<file path="src/rtl/mem_bus_arbiter.sv">
// mem_bus_arbiter: shares the external memory bus between Icache line refills
// and Dcache refills/stores. One owner at a time, multi-beat line bursts, and a
// per-beat ack timeout that aborts a transaction on a dead bus.
// Optional build macro ARB_RR_EN: round-robin on contention instead of fixed
// Dcache priority.
module mem_bus_arbiter #(
  parameter int LINE_WORDS  = 4,
  parameter int TIMEOUT_CYC = 255
) (
  input  logic        clk,
  input  logic        rst,
  input  logic        ic_req_i,
  input  logic [31:0] ic_addr_i,
  output logic        ic_gnt_o,
  output logic        ic_rvalid_o,
  output logic [31:0] ic_rdata_o,
  output logic        ic_done_o,
  input  logic        dc_req_i,
  input  logic        dc_we_i,
  input  logic [31:0] dc_addr_i,
  input  logic [31:0] dc_wdata_i,
  input  logic [1:0]  dc_width_i,
  output logic        dc_gnt_o,
  output logic        dc_rvalid_o,
  output logic [31:0] dc_rdata_o,
  output logic        dc_done_o,
  output logic        mem_req_o,
  output logic        mem_we_o,
  output logic [31:0] mem_addr_o,
  output logic [31:0] mem_wdata_o,
  output logic [1:0]  mem_width_o,
  input  logic        mem_ack_i,
  input  logic [31:0] mem_rdata_i,
  output logic        arb_busy_o,
  output logic        arb_err_o
);

  localparam int          BW        = $clog2(LINE_WORDS);
  localparam logic [31:0] LINE_MASK = 32'(LINE_WORDS * 4 - 1);

  localparam logic [1:0] S_IDLE  = 2'd0;
  localparam logic [1:0] S_IC_RD = 2'd1;
  localparam logic [1:0] S_DC_RD = 2'd2;
  localparam logic [1:0] S_DC_WR = 2'd3;

  logic [1:0]    r_state;
  logic [BW-1:0] r_beat;
  logic [9:0]    r_tmo;
  logic          r_first;
  logic [31:0]   r_addr;
  logic [31:0]   r_wdata;
  logic [1:0]    r_width;
  logic          r_rst_q;

  logic        w_oe;
  logic        w_active;
  logic        w_any_req;
  logic        w_pick_dc;
  logic        w_is_wr;
  logic [31:0] w_sel_addr;
  logic        w_tmo_hit;
  logic        w_last_beat;
  logic        w_done;
  logic [31:0] w_beat_off;
  logic        w_ic_rd;
  logic        w_dc_rd;
  logic        w_dc_wr;

  // Outputs are held quiet during reset and the cycle right after it.
  assign w_oe      = ~rst & ~r_rst_q;
  assign w_active  = (r_state != S_IDLE);
  assign w_any_req = ic_req_i | dc_req_i;
  assign w_ic_rd   = (r_state == S_IC_RD);
  assign w_dc_rd   = (r_state == S_DC_RD);
  assign w_dc_wr   = (r_state == S_DC_WR);

`ifdef ARB_RR_EN
  logic r_last_dc;   // last granted requester: 0 = Icache, 1 = Dcache
  // On contention the requester that did not win last time gets the bus.
  assign w_pick_dc = dc_req_i & (~ic_req_i | ~r_last_dc);

  // Remember who was granted most recently.
  always_ff @(posedge clk) begin
    if (rst) begin
      r_last_dc <= 1'b0;
    end else if (!w_active && w_any_req) begin
      r_last_dc <= w_pick_dc;
    end
  end
`else
  // Dcache wins any tie: its miss belongs to the older instruction.
  assign w_pick_dc = dc_req_i;
`endif

  assign w_is_wr    = w_pick_dc & dc_we_i;
  assign w_sel_addr = w_pick_dc ? dc_addr_i : ic_addr_i;

  // The N-th consecutive cycle without an ack (N = TIMEOUT_CYC) aborts.
  assign w_tmo_hit   = w_active & ~mem_ack_i & (r_tmo == 10'(TIMEOUT_CYC - 1));
  assign w_last_beat = (w_ic_rd | w_dc_rd) & mem_ack_i & (r_beat == BW'(LINE_WORDS - 1));
  assign w_done      = w_last_beat | (w_dc_wr & mem_ack_i) | w_tmo_hit;
  assign w_beat_off  = {{(30 - BW){1'b0}}, r_beat, 2'b00};

  // Reset-release tracker used to gate outputs for one extra cycle.
  always_ff @(posedge clk) begin
    r_rst_q <= rst;
  end

  // Arbitration, capture, beat sequencing and timeout counting.
  always_ff @(posedge clk) begin
    if (rst) begin
      r_state <= S_IDLE;
      r_beat  <= '0;
      r_tmo   <= '0;
      r_first <= 1'b0;
      r_addr  <= '0;
      r_wdata <= '0;
      r_width <= '0;
    end else if (!w_active) begin
      r_first <= 1'b0;
      r_beat  <= '0;
      r_tmo   <= '0;
      if (w_any_req) begin
        r_state <= w_pick_dc ? (dc_we_i ? S_DC_WR : S_DC_RD) : S_IC_RD;
        r_first <= 1'b1;
        r_addr  <= w_is_wr ? dc_addr_i : (w_sel_addr & ~LINE_MASK);
        r_wdata <= w_is_wr ? dc_wdata_i : 32'd0;
        r_width <= w_is_wr ? dc_width_i : 2'b10;
      end
    end else begin
      r_first <= 1'b0;
      if (w_done) begin
        r_state <= S_IDLE;
        r_beat  <= '0;
        r_tmo   <= '0;
      end else if (mem_ack_i) begin
        r_tmo  <= '0;
        r_beat <= r_beat + 1'b1;
      end else begin
        r_tmo <= r_tmo + 10'd1;
      end
    end
  end

  assign mem_req_o   = w_oe & w_active;
  assign mem_we_o    = w_oe & w_dc_wr;
  assign mem_addr_o  = (w_oe & w_active) ? (r_addr + w_beat_off) : 32'd0;
  assign mem_wdata_o = (w_oe & w_active) ? r_wdata : 32'd0;
  assign mem_width_o = (w_oe & w_active) ? r_width : 2'b00;

  assign ic_gnt_o    = w_oe & w_ic_rd & r_first;
  assign ic_rvalid_o = w_oe & w_ic_rd & mem_ack_i;
  assign ic_rdata_o  = ic_rvalid_o ? mem_rdata_i : 32'd0;
  assign ic_done_o   = w_oe & w_ic_rd & w_done;

  assign dc_gnt_o    = w_oe & (w_dc_rd | w_dc_wr) & r_first;
  assign dc_rvalid_o = w_oe & w_dc_rd & mem_ack_i;
  assign dc_rdata_o  = dc_rvalid_o ? mem_rdata_i : 32'd0;
  assign dc_done_o   = w_oe & (w_dc_rd | w_dc_wr) & w_done;

  assign arb_busy_o  = w_oe & (w_active | w_any_req);
  assign arb_err_o   = w_oe & w_tmo_hit;

endmodule
</file>
<file path="config.mk">
export PLATFORM = sky130hd
export DESIGN_NAME = mem_bus_arbiter
export DESIGN_NICKNAME = d
export VERILOG_FILES = /design/src/rtl/mem_bus_arbiter.sv
export SDC_FILE = /design/constraint.sdc
export NUM_CORES = 1
export LEC_CHECK = 0
export CORE_MARGIN = 10
export CORE_UTILIZATION = 50
export CTS_CLUSTER_DIAMETER = 150
export DETAILED_ROUTE_END_ITERATION = 16
export DONT_BUFFER_PORTS = 1
export GPL_TIMING_DRIVEN = 0
export MAX_ROUTING_LAYER = met4
export PLACE_DENSITY = 0.63
export SYNTH_ARGS = -nofsm -noshare
export SYNTH_HDL_FRONTEND = slang
export SYNTH_SLANG_ARGS = --single-unit
</file>
<file path="constraint.sdc">
create_clock -name clk -period 2.5 [get_ports clk]
set_input_delay 0.25 -clock clk [delete_from_list [all_inputs] [get_ports clk]]
set_output_delay 0.25 -clock clk [all_outputs]
set_load 0.03 [all_outputs]
</file>
==> flow_metrics.py <==
metrics = {
    "status": {
        "outcome": "finished with violations",
        "failed_checks": "negative setup slack",
    },
    "synth": {
        "syn_area_um2": 4720,
        "synth_edf_count": 0,
        "synth_area_per_cell_um2": 8.41,
        "synth.top_cells.by_count": "and2_1, dfxtp_1, nor2_1, a22o_1, mux2i_1",
        "synth_area_leaders": "dfxtp_1, and2_1, a22o_1, mux2i_1, nor2_1",
        "synth-main-ff-cell": "dfxtp_1",
        "synth-seq-area-share": 0.348,
        "yosysMostFrequentCell": "and2_1",
        "synth_fp_nets": 707,
        "synth.distinct_cells": 45,
        "netlist.area_leader.share": 0.348,
        "ys_ff_latch": 82,
        "yosysWarnings": 0,
        "synthArstFlopShare": 0,
        "synthCells": 561,
        "synth_largest_area_cell": "dfxtp_1",
    },
    "floorplan": {
        "die-area_um2": 13700,
        "core_um2": 9200,
        "rows": 35,
        "start_util": 0.513,
        "die_w_um": 117,
        "die_y_um": 117,
        "io_pins": 276,
    },
    "layout": {
        "final_cells": 735,
        "utilization": 0.662,
        "num_antenna_cells": 0,
        "area_delta_synth_final_pct": 28.9,
        "fin_nets": 765,
        "layout-drive-gt1-share": 0.274,
        "fin_area_um2": 6080,
    },
    "clocking": {
        "cts_made_buffers": 9,
        "clock_path_buffers": 2,
        "clock_sinks": 82,
        "cts_tree": "yes",
        "htree_levels": 3,
        "cts-root-buf": "clkbuf_8",
        "insertion_delay_ns": 0.36,
        "clk_pin_slew_worst_paths_ns": 0.09,
    },
    "min_path": {
        "min_to": "r_wdata[2]$_SDFFE_PP0P_",
        "whs_path_depth": 1,
        "hold_path.class": "in -> reg",
        "hold_start": "dc_wdata_i[2]",
    },
    "sta": {
        "holdWs_ns": 0.0209,
        "layout_setup_ws_ns": -0.0874,
        "final-setup-viol-count": 1,
        "finalCriticalPeriod_ns": 2.59,
        "slew_headroom": 0.254,
        "slew_violations": 0,
        "rsz0062_at_grt": "true",
        "skew_ns": 0.00942,
        "period_share": 1.03,
        "worst_slew_pin_slew_ns": 1.11,
        "fmax_mhz": 386,
        "final_hold_viol_count": 0,
        "tns_ns": -0.0874,
    },
    "critical_path": {
        "worstPathArrival_ns": 2.34,
        "reg2regPathDepth": 7,
        "cp-start-kind": "register",
        "cp_num_buf_inv": 1,
        "crit_cells": 6,
        "critPathTopFamily": "simple AND/OR/NAND/NOR gates",
        "slowest_stage": "or4_4",
        "critPathKind": "reg -> out",
        "cp_slowest_stage_delay_ns": 0.49,
        "rr_endpoint": "r_wdata[11]$_SDFFE_PP0P_",
        "worst_path_most_repeated_cell": "a21oi_4",
        "path_cells": "ha_4 -> a21oi_4 -> or3_4 -> buf_8 -> or4_4 -> a21oi_4",
        "crit_path_end_kind": "output pin",
        "cp_max_fo": 5,
        "worstPathRequired_ns": 2.25,
        "reg2reg_slack_ns": 0.35,
        "regToRegStartpoint": "r_state[0]$_SDFFE_PP0P_",
    },
    "power_and_ir_drop": {
        "p_total_mw": 3.21,
        "peakVddDrop_v": 0.000440,
        "power_density_nw_per_um2": 528,
        "p_leak_nw": 2.34,
    },
    "global_routing": {
        "first_global_vias": 4513,
        "grt_pass1_wl_um": 24500,
        "grtUsageTotal": 0.232,
        "grt_max_degree": 18,
        "antenna_found_initial": 0,
        "grt_overflow_total": 0,
    },
    "route": {
        "drt-initial-drc-count": 360,
        "avgViaCountPerCell": 6.01,
        "drc": 0,
        "wire_per_inst_um": 22.2,
        "vias": 4415,
        "totalWireLength_um": 16300,
        "first_pass_iters": 5,
        "ant_nets": 0,
    },
    "place": {
        "placed_cells": 672,
        "portBuffers": 0,
        "dpl.hpwl_um": 12100,
        "place_congestion": 0.897,
        "place_ws_ns": -0.327,
        "dpl_cell_area_um2": 4860,
    },
    "flow_run": {
        "max-cap-violations": 0,
    },
}
## layout by cell type, fill, tap and decap left out, types with 14 or more instances in the layout
cell type	netlist	routed
and2_2	0	34
buf_4	0	17
a211oi_1	28	28
clkbuf_1	27	17
a22o_1	37	37
dlygate4sd3_1	0	30
mux2i_1	31	29
nand2_1	19	16
dfxtp_1	82	61
and2_1	105	70
nor2_1	63	51
nand3_1	15	14
## worst register-to-register path, cell delays in order, from the launching register on
cell and delay [ns]:
dfxtp_2 0.38, inv_1 0.07, ha_1 0.21, clkbuf_2 0.18
nor2b_2 0.22, nor2_2 0.38, clkbuf_1 0.43, a22o_1 0.24
## sequential cells by signal (all words and copies together) (netlist names)
register,count
r_addr,32
r_wdata,32
r_tmo,10
r_beat,2
r_state,2
r_width,2
r_first,1
r_rst_q,1
## cell families (layout without fill, tap and decap cells)
| logic type | Yosys count | after routing | synth area share |
|---|---|---|---|
| and+or+nand+nor | 265 | 265 | 0.314 |
| AOI/OAI and AO/OA | 103 | 103 | 0.164 |
| DFF | 82 | 82 | 0.348 |
| buffers and inverters | 50 | 113 | 0.0421 |
| muxes | 32 | 32 | 0.0681 |
| xor gates and xnor gates | 19 | 19 | 0.0353 |
| adders and majority gates | 10 | 10 | 0.0281 |
## final cells by class
cell class                      instances  area, µm²
Multi-Input combinational cell        429       3360
Fill cell                             743       3110
Sequential cell                        82       1690
Timing Repair Buffer                   49        472
Buffer                                 37        184
Tap cell                              111        139
Clock buffer                            9        124
Clock inverter                          7       71.3
Inverter                               11       43.8
## layer usage
layer  vias up  track usage  wire length, µm
li1       2102            -                -
met1      2117        0.277             6750
met2       182        0.383             8200
met3        14       0.0632             1220
met4         0       0.0511              139
met5         -            -                0
## what timing repair did
action,in CTS,in global routing
setup endpoints to repair,88,104
gates cloned,1,0
setup buffers,11,7
endpoints found under the hold margin,22,8
hold buffers,22,8
pin swaps,12,12
resized for setup,136,36
## power breakdown
group	internal [mW]	switching (mW)
registers	1.43	0.137
logic	0.264	0.431
clock network	0.390	0.563
## worst max-delay path by stage
stage                     end               startpoint  slack (ns)
3_5_place_dp   mem_addr_o[17]  r_state[0]$_SDFFE_PP0P_       -0.33
4_1_cts        mem_addr_o[21]   r_beat[1]$_SDFFE_PP0P_       -0.08
2_1_floorplan  mem_addr_o[21]   r_beat[1]$_SDFFE_PP0P_        0.05
6_report       mem_addr_o[21]   r_beat[1]$_SDFFE_PP0P_       -0.09
5_1_grt        mem_addr_o[21]   r_addr[6]$_SDFFE_PP0P_       -0.17
3_3_place_gp   mem_addr_o[17]  r_state[0]$_SDFFE_PP0P_       -0.30
(Power assumes the default switching activity.)
